File: src/rtl/pipe_pkg.sv
// Shared constants for the ((a+b)+(c-d))*d arithmetic pipe and its result collector.
// Keeping them in one place keeps the pipe and the collector in agreement.
package pipe_pkg;

   localparam int unsigned PIPE_WIDTH      = 10;
   localparam int unsigned PIPE_LATENCY    = 3;
   localparam int unsigned PIPE_FIFO_DEPTH = 4;
   localparam int unsigned PIPE_ACC_WIDTH  = 16;
   localparam int unsigned DROP_CNT_WIDTH  = 8;

   typedef logic [DROP_CNT_WIDTH-1:0] drop_cnt_t;

   // Per-cycle capture decision made by the collector.
   typedef struct packed {
      logic accept;
      logic drop;
      logic pop;
   } cap_ctl_t;

   function automatic drop_cnt_t sat_inc(input drop_cnt_t v);
      return (v == '1) ? v : v + drop_cnt_t'(1);
   endfunction

endpackage

File: src/rtl/pipe_fifo.sv
// Registered (non fall-through) synchronous FIFO with occupancy level.
// A push into a full FIFO is accepted only when a pop happens in the same cycle.
module pipe_fifo
   import pipe_pkg::*;
#(
   parameter int unsigned WIDTH = PIPE_WIDTH,
   parameter int unsigned DEPTH = PIPE_FIFO_DEPTH
) (
   input  logic                     clk,
   input  logic                     rst_n,
   input  logic                     push,
   input  logic [WIDTH-1:0]         din,
   input  logic                     pop,
   output logic [WIDTH-1:0]         dout,
   output logic [$clog2(DEPTH):0]   level,
   output logic                     full,
   output logic                     empty
);

   localparam int unsigned AW    = $clog2(DEPTH);
   localparam int unsigned LVL_W = AW + 1;

   logic [WIDTH-1:0] mem [DEPTH];
   logic [AW-1:0]    wr_ptr;
   logic [AW-1:0]    rd_ptr;
   logic             do_push;
   logic             do_pop;

   assign empty   = (level == '0);
   assign full    = (level == LVL_W'(DEPTH));
   assign do_pop  = pop && !empty;
   assign do_push = push && (!full || do_pop);

   // Head is forced to zero while empty so stale storage never shows on dout.
   assign dout = empty ? '0 : mem[rd_ptr];

   always_ff @(posedge clk) begin
      if (do_push) begin
         mem[wr_ptr] <= din;
      end
   end

   always_ff @(posedge clk or negedge rst_n) begin
      if (!rst_n) begin
         wr_ptr <= '0;
         rd_ptr <= '0;
         level  <= '0;
      end else begin
         if (do_push) begin
            wr_ptr <= wr_ptr + AW'(1);
         end
         if (do_pop) begin
            rd_ptr <= rd_ptr + AW'(1);
         end
         case ({do_push, do_pop})
            2'b10:   level <= level + LVL_W'(1);
            2'b01:   level <= level - LVL_W'(1);
            default: level <= level;
         endcase
      end
   end

endmodule

File: src/rtl/pipe_result_collector.sv
// Aligns the arithmetic pipe output with its issue strobe, queues the results
// behind a valid/ready port and keeps a running sum plus a saturating drop count.
module pipe_result_collector
   import pipe_pkg::*;
#(
   parameter int unsigned WIDTH     = PIPE_WIDTH,
   parameter int unsigned LATENCY   = PIPE_LATENCY,
   parameter int unsigned DEPTH     = PIPE_FIFO_DEPTH,
   parameter int unsigned ACC_WIDTH = PIPE_ACC_WIDTH
) (
   input  logic                     clk,
   input  logic                     rst_n,
   input  logic                     issue_valid,
   input  logic [WIDTH-1:0]         f_in,
   input  logic                     out_ready,
   output logic                     out_valid,
   output logic [WIDTH-1:0]         out_data,
   input  logic                     acc_clr,
   output logic [ACC_WIDTH-1:0]     acc,
   output logic [$clog2(DEPTH):0]   level,
   output logic                     full,
   output logic [7:0]               drop_cnt
);

   logic [LATENCY:0]   tag;
   logic               cap_en;
   logic               fifo_empty;
   cap_ctl_t           ctl;
   logic [ACC_WIDTH-1:0] f_ext;
   logic [ACC_WIDTH-1:0] acc_nxt;

   // tag[i] holds the issue strobe sampled i edges ago; the top bit marks the
   // cycle in which f_in carries that issue's result.
   always_ff @(posedge clk or negedge rst_n) begin
      if (!rst_n) begin
         tag <= '0;
      end else begin
         tag <= {tag[LATENCY-1:0], issue_valid};
      end
   end

   assign cap_en = tag[LATENCY];

   always_comb begin
      ctl        = '0;
      ctl.pop    = out_valid && out_ready;
      ctl.accept = cap_en && (!full || ctl.pop);
      ctl.drop   = cap_en && full && !ctl.pop;
   end

   pipe_fifo #(
      .WIDTH (WIDTH),
      .DEPTH (DEPTH)
   ) u_fifo (
      .clk   (clk),
      .rst_n (rst_n),
      .push  (ctl.accept),
      .din   (f_in),
      .pop   (ctl.pop),
      .dout  (out_data),
      .level (level),
      .full  (full),
      .empty (fifo_empty)
   );

   assign out_valid = !fifo_empty;
   assign f_ext     = ACC_WIDTH'(f_in);

   // A clear coinciding with an accepted capture restarts the sum at that value.
   always_comb begin
      acc_nxt = acc;
      if (acc_clr) begin
         acc_nxt = ctl.accept ? f_ext : '0;
      end else if (ctl.accept) begin
         acc_nxt = acc + f_ext;
      end
   end

   always_ff @(posedge clk or negedge rst_n) begin
      if (!rst_n) begin
         acc      <= '0;
         drop_cnt <= '0;
      end else begin
         acc <= acc_nxt;
         if (ctl.drop) begin
            drop_cnt <= sat_inc(drop_cnt);
         end
      end
   end

endmodule

File: config.mk
export PLATFORM = sky130hd
export DESIGN_NAME = pipe_result_collector
export DESIGN_NICKNAME = d
export VERILOG_FILES = /design/src/rtl/pipe_pkg.sv /design/src/rtl/pipe_fifo.sv /design/src/rtl/pipe_result_collector.sv
export SDC_FILE = /design/constraint.sdc
export NUM_CORES = 1
export LEC_CHECK = 0
export CAP_MARGIN = 10
export CORE_AREA = 2 2 115 61
export CTS_CLUSTER_DIAMETER = 120
export DETAILED_ROUTE_END_ITERATION = 10
export DIE_AREA = 0 0 117 63
export PLACE_DENSITY = 0.83
export REMOVE_ABC_BUFFERS = 1
export SETUP_SLACK_MARGIN = 0.2
export SYNTH_ARGS = -nofsm -noshare
export SYNTH_HDL_FRONTEND = slang
export SYNTH_SLANG_ARGS = --single-unit
File: constraint.sdc
create_clock -name clk -period 3.9 [get_ports clk]
set_input_delay 0.585 -clock clk [delete_from_list [all_inputs] [get_ports clk]]
set_output_delay 0.585 -clock clk [all_outputs]
set_load 0.01 [all_outputs]
==> run summary <==
largest net degree at the start of global routing = 36
clk_skew = 0.007376 ns
Setup CP Type = flip-flop to output pin
Buf+Inv Stages, Crit Path = 1
post-CTS setup buffer count = 0
status = finished, final reports clean
cts repair resizes = 0
fin crit period = 2.978 ns
DRC errors left = 0
clk buf depth = 2
Max Clk Rate = 335.8 MHz
Compound-Gate Fraction of Synth Area = 7.872%
Post-synth EDFFs = 40
Clock Sinks = 75
cts hold-fix bufs = 0
CP endpoint kind = output pin
Die ar. = 7371 um2
antenna-violating nets left = 0
Net count, final = 361
flops & latches, synth = 75
Cell Area, Synth = 3592 um2
Sw Pwr = 0.9673 mW
critical path fanouts, max = 12
Cells after Synth = 271
mux contribution to synthesized area = 9.474%
HP Class = flip-flop to flip-flop
initial antenna violation count = 0
Final setup viols = 0
Reg area = 2077 um2
register area share after synthesis = 57.82%
leakage = 1.784 nW
Int Pwr = 2.119 mW
first-pass iteration count of the detailed router = 4
RSZ-0062 raised after global routing = no
CP delay by family, top = flip-flops
setup ws final = 0.9218 ns
Post-synth top flop = edfxtp_1
layout cell share with drive strength beyond 1 = 10.21%
Power Density = 684.1 nW/um2
Stages on worst setup path = 3
synthesized-area fraction occupied by and/or/nand/nor cells = 11.74%
met2 routed WL = 3.297 mm
final hold violation count = 0
crit path DAT = 2.39 ns
fillers = 453
Seq pwr share = 38.0%
total wire length = 7.506 mm
core area = 6437 um2
Hold Path Stages = 0
WL/cell = 17.66 um
Max stage delay cell, worst path = dfrtp_1
worst rel slew slack = 29.79%
xor-xnor portion of the synthesized cell area = 4.389%
area occupied by multi-input gates = 1445 um2
worst slack, placed = 0.8875 ns
1st-iter DRT viols = 215
logic gate share of total power = 35.7%
Antenna diodes = 0
vias in the first global route = 2325
largest cells by area after synthesis = edfxtp_1, dfrtp_1, mux4_2, ha_1, and2_1
Via density = 5.565
Num CTS Buffers = 9
Initial Util = 55.80%
Distinct cells, synth = 44
Post-Layout Cell Count = 425
critical-path cell list = mux4_2 > and2_1 > clkdlybuf4s50_1
CTS tree = yes
Cell Count Post-Placement = 409
DR WL met3 = 556 um
critical path required time = 3.31 ns
gr usage total = 23.23%
main combinational cell family by area after synthesis = simple AND/OR/NAND/NOR gates
clock share of power = 26.2%
via count = 2365
maximum vdd drop = 0.2801 mV
Slew @ Worst Pin = 1.050 ns
Skew-Pair Late Insertion Delay = 0.34 ns
Core Rows = 21
total of max-cap violations = 0
Slew Limit Fails = 0
post-DP HPWL = 5.204 mm
Synth top area share = 33.44%
Switching Share = 31.34%
mean post-synth cell area = 13.26 um2
Die Wd = 117 um
Critical Path Source Type = flip-flop
highest routed layer = met4
Clock Tree Root = clkbuf_16
total gr overflow = 0
H-tree Lvls = 3
met1 wire length = 3.549 mm
Final period util = 76.36%
Reg clk slew, reported paths = 0.06 ns
Async SR Flop Fraction = 46.67%
Port Buffer Count = 53
P&R area growth vs syn = 25.60%
GP Congestion = 0.8537
adder-cell share of the synthesized area = 6.688%
Yosys warning count = 0
global-route wire length before repair = 12.26 mm
leading area contributor after synthesis = edfxtp_1
TNS Setup = 0 ns
critical path's largest stage delay = 0.80 ns
die height = 63 um
Reg2Reg Depth = 9
Hold Slack = 0.3448 ns
io pins = 54
## kinds of logic after synthesis
logic type      after synthesis
fa+ha+maj                    18
xor+xnor                     18
buf+inv                      17
mux                          21
flops                        75
simple gates                 77
compound gates               45
## registers in the layout, summed over array words and instances (netlist names)
signal / flops
acc: 16
drop_cnt: 8
tag: 4
u_fifo.level: 3
u_fifo.mem: 40
u_fifo.rd_ptr: 2
u_fifo.wr_ptr: 2
## worst reg2reg max path, delay by kind of cell, from the launching register on
family	cells	cell delay [ns]
xor+xnor	2	0.33
fa+ha+maj	2	0.62
buf+inv	2	0.28
flops	1	0.46
simple gates	3	0.63
## synthesized netlist by cell type (6+ instances only)
cell      number
a21oi_1       13
and2_1        16
dfrtp_1       35
edfxtp_1      40
ha_1          16
inv_1          6
mux2i_1        7
mux4_2        10
nand2_1       13
nand3_1       14
nor2_1        12
o21ai_0        7
o21ai_1        8
xnor2_1       10
xor2_1         8
## power groups by stage
stage | clock network (mW) | logic (mW) | registers [mW]
detailed placement | 0 | 1.10 | 1.19
global placement | 0 | 1.07 | 1.18
global route | 0.864 | 1.21 | 1.20
floorplan | 0 | 0.619 | 1.18
CTS | 0.827 | 1.11 | 1.17
finish | 0.810 | 1.10 | 1.17
## worst paths after layout
check	endpoint	from	slack, ns
setup / recovery	out_data[0]	u_fifo.rd_ptr[0]	0.92
hold / removal	tag[3]	tag[2]	0.34
setup reg to reg	u_fifo.level[2]	u_fifo.level[0]	1.49
hold reg to reg	tag[3]	tag[2]	0.34
max in group asynchronous	acc[0]	rst_n	2.90
min in group asynchronous	drop_cnt[5]	rst_n	0.65
## metrics by stage
| stage | area, um2 | util (%) | power (mW) |
|---|---|---|---|
| floorplan | 3546 | - | 1.795 |
| global placement | 4217 | 65.50 | 2.249 |
| detailed placement | 4217 | 65.50 | 2.292 |
| CTS | 4512 | 70.09 | 3.113 |
| global route | 4512 | 70.09 | 3.276 |
| finish | 4512 | 70.09 | 3.087 |
## placed cells by master (no fill, tap or decap), types with 9 or more instances in the layout
cell type	count
clkbuf_16	9
nand3_1	14
and2_1	16
dfrtp_1	35
a21oi_1	13
nand2_1	13
nor2_1	12
xnor2_1	10
edfxtp_1	40
ha_1	16
clkdlybuf4s50_1	53
mux4_2	10
## area by class of cell
type / instances / share of cell area, %
clock buffer: 10 / 5.075
timing repair buffer: 56 / 12.26
tap: 92 / 2.551
inverter: 7 / 0.5824
clock inverter: 6 / 1.470
multi-input combinational: 179 / 32.03
sequential: 75 / 46.03
## layer usage
layer,vias up,global-route usage [%]
met4,0,7.500
met5,-,0
met1,1167,33.94
met3,12,8.826
met2,69,32.15
li1,1117,-
No activity file was read; power rests on OpenSTA's default activity.
==> patch: new RTL, same flow settings <==
Reset style: synchronous (`rst_n`), changed in 3 clocked blocks.
--- a/src/rtl/pipe_fifo.sv
+++ b/src/rtl/pipe_fifo.sv
@@ -42,3 +42,3 @@
 
-   always_ff @(posedge clk or negedge rst_n) begin
+   always_ff @(posedge clk) begin
       if (!rst_n) begin
--- a/src/rtl/pipe_result_collector.sv
+++ b/src/rtl/pipe_result_collector.sv
@@ -33,3 +33,3 @@
    // cycle in which f_in carries that issue's result.
-   always_ff @(posedge clk or negedge rst_n) begin
+   always_ff @(posedge clk) begin
       if (!rst_n) begin
@@ -78,3 +78,3 @@
 
-   always_ff @(posedge clk or negedge rst_n) begin
+   always_ff @(posedge clk) begin
       if (!rst_n) begin
Check against the original RTL: differs if rst_n is asserted again (counterexample within 10 cycles, from zero or initial values and one cycle with rst_n low); with rst_n held inactive, the same outputs for 10 cycles.
==> patch against the original RTL <==
Worst hold slack gained 0.089 ns. First-iteration DRC count up 14%. Final area rose by 2.1%. Count of clock-buffer cells in the layout did not move. Sequential cell count up 2. Area after synthesis up 2.8%. Synthesized cell count grew 16%. Critical endpoint is now u_fifo.level[2]. Highest routed layer unchanged. Via count increased by 15%. Core utilization rose by 1.5 points. Global-route usage grew 1.2 points. Wire length up 10%. Worst setup slack barely moved.
Power is not compared: it rests on default switching activity, and its combinational part moved more than twofold at a synthesized area within 25%.
==> patch: results (changes against the original RTL) <==
[critical_path]
critPathTopFamily = simple AND/OR/NAND/NOR gates
slowest_stage = or4b_4
critPathArrivalTime_ns = 3.23  ; +0.84 ns
timing.rr.end = u_fifo.level[2]
slowest_delay_ns = 0.55  ; -0.25 ns
timing.rr.start = u_fifo.level[0]
reg2reg_slack_ns = 1.22  ; -0.27 ns
cp-startpoint = out_ready
crit_path_end_kind = register

[route]
via_per_inst = 5.90  ; +6.0%
totalWireLength_microns = 8260  ; +10%
routed-wl-met3_microns = 719  ; +29%
avgRoutedWirePerCell_microns = 17.8  ; +1.0%

[hold_path]
min_from = tag[0]
hold_path_depth = 1  ; +1
whs_endpoint = tag[1]

[die]
nWellTaps = 92  ; unchanged

[sta]
skew_ns = 0.00564  ; -0.00174 ns
holdWs_ns = 0.433  ; +0.0886 ns
fin_crit_ns = 2.98  ; +0.000373 ns
tightest_slew_ns = 0.836  ; -0.214 ns

[layout]
fill_cells = 455  ; +0.44%
inverters = 10  ; +3
buffers = 54  ; -3.6%
area_delta_synth_final_pct = 24.7
fin_nets = 399  ; +11%
buffer_area_share_pct = 11.7  ; -0.58 points
multi_input_cells = 214  ; +20%
multi_input_area_share_pct = 35.5  ; +3.4 points
seq_cells = 77  ; +2.7%

[placement]
place_ws_ns = 0.620  ; -0.268 ns
gp_congestion = 0.958  ; +12%
place_area_sq_mm = 0.00427  ; +1.3%
dp_hpwl_microns = 5620  ; +8.1%
dp.cells = 447  ; +9.3%

[synthesis]
netlist_top_cells_area = edfxtp_1, dfxtp_1, mux4_2
seq_area_frac_synth_pct = 52.6  ; -5.2 points
synth-async-reset-ratio_pct = 0  ; -47 points
synth_cells = 314  ; +16%

[grt]
gr-usage-met2_pct = 37.6  ; +5.5 points
grt_antenna_before_repair = 0  ; unchanged
grt_max_degree = 25  ; -31%
grt_pass1_wl_microns = 13400  ; +9.3%
grtUsageTotal_pct = 24.4  ; +1.2 points
use_met1_pct = 33.5  ; -0.44 points

[run_status]
outcome = completed

[cts]
htree_levels = 3  ; unchanged

[patch: cell count changes after synthesis, moves of 6 or more]
cell / before / now
and3_1: 3 / 9
dfrtp_1: 35 / 0
nand4_1: 5 / 11
nand3_1: 14 / 8
a21oi_1: 13 / 19
o21ai_1: 8 / 1
dfxtp_1: 0 / 37
nor2_1: 12 / 25
[patch: kinds of logic (layout without fill, tap and decap cells)]
| kind of cell | Yosys count | in the layout | synth area share [%] |
|---|---|---|---|
| fa+ha+maj | 18 | 18 | 6.51 |
| mux | 16 | 16 | 7.73 |
| buf+inv | 23 | 80 | 3.15 |
| xor+xnor | 17 | 17 | 4.03 |
| simple gates | 106 | 106 | 15.6 |
| compound gates | 57 | 57 | 10.4 |
| flops | 77 | 77 | 52.6 |
[patch: power by group through the flow]
stage          logic (uW)  registers (uW)  clock network [uW]
3_3_place_gp          121             884                   0
6_report              126             867                 910
2_1_floorplan        63.8             883                   0
3_5_place_dp          125             884                   0
5_1_grt               138             868                 957
4_1_cts               126             867                 921
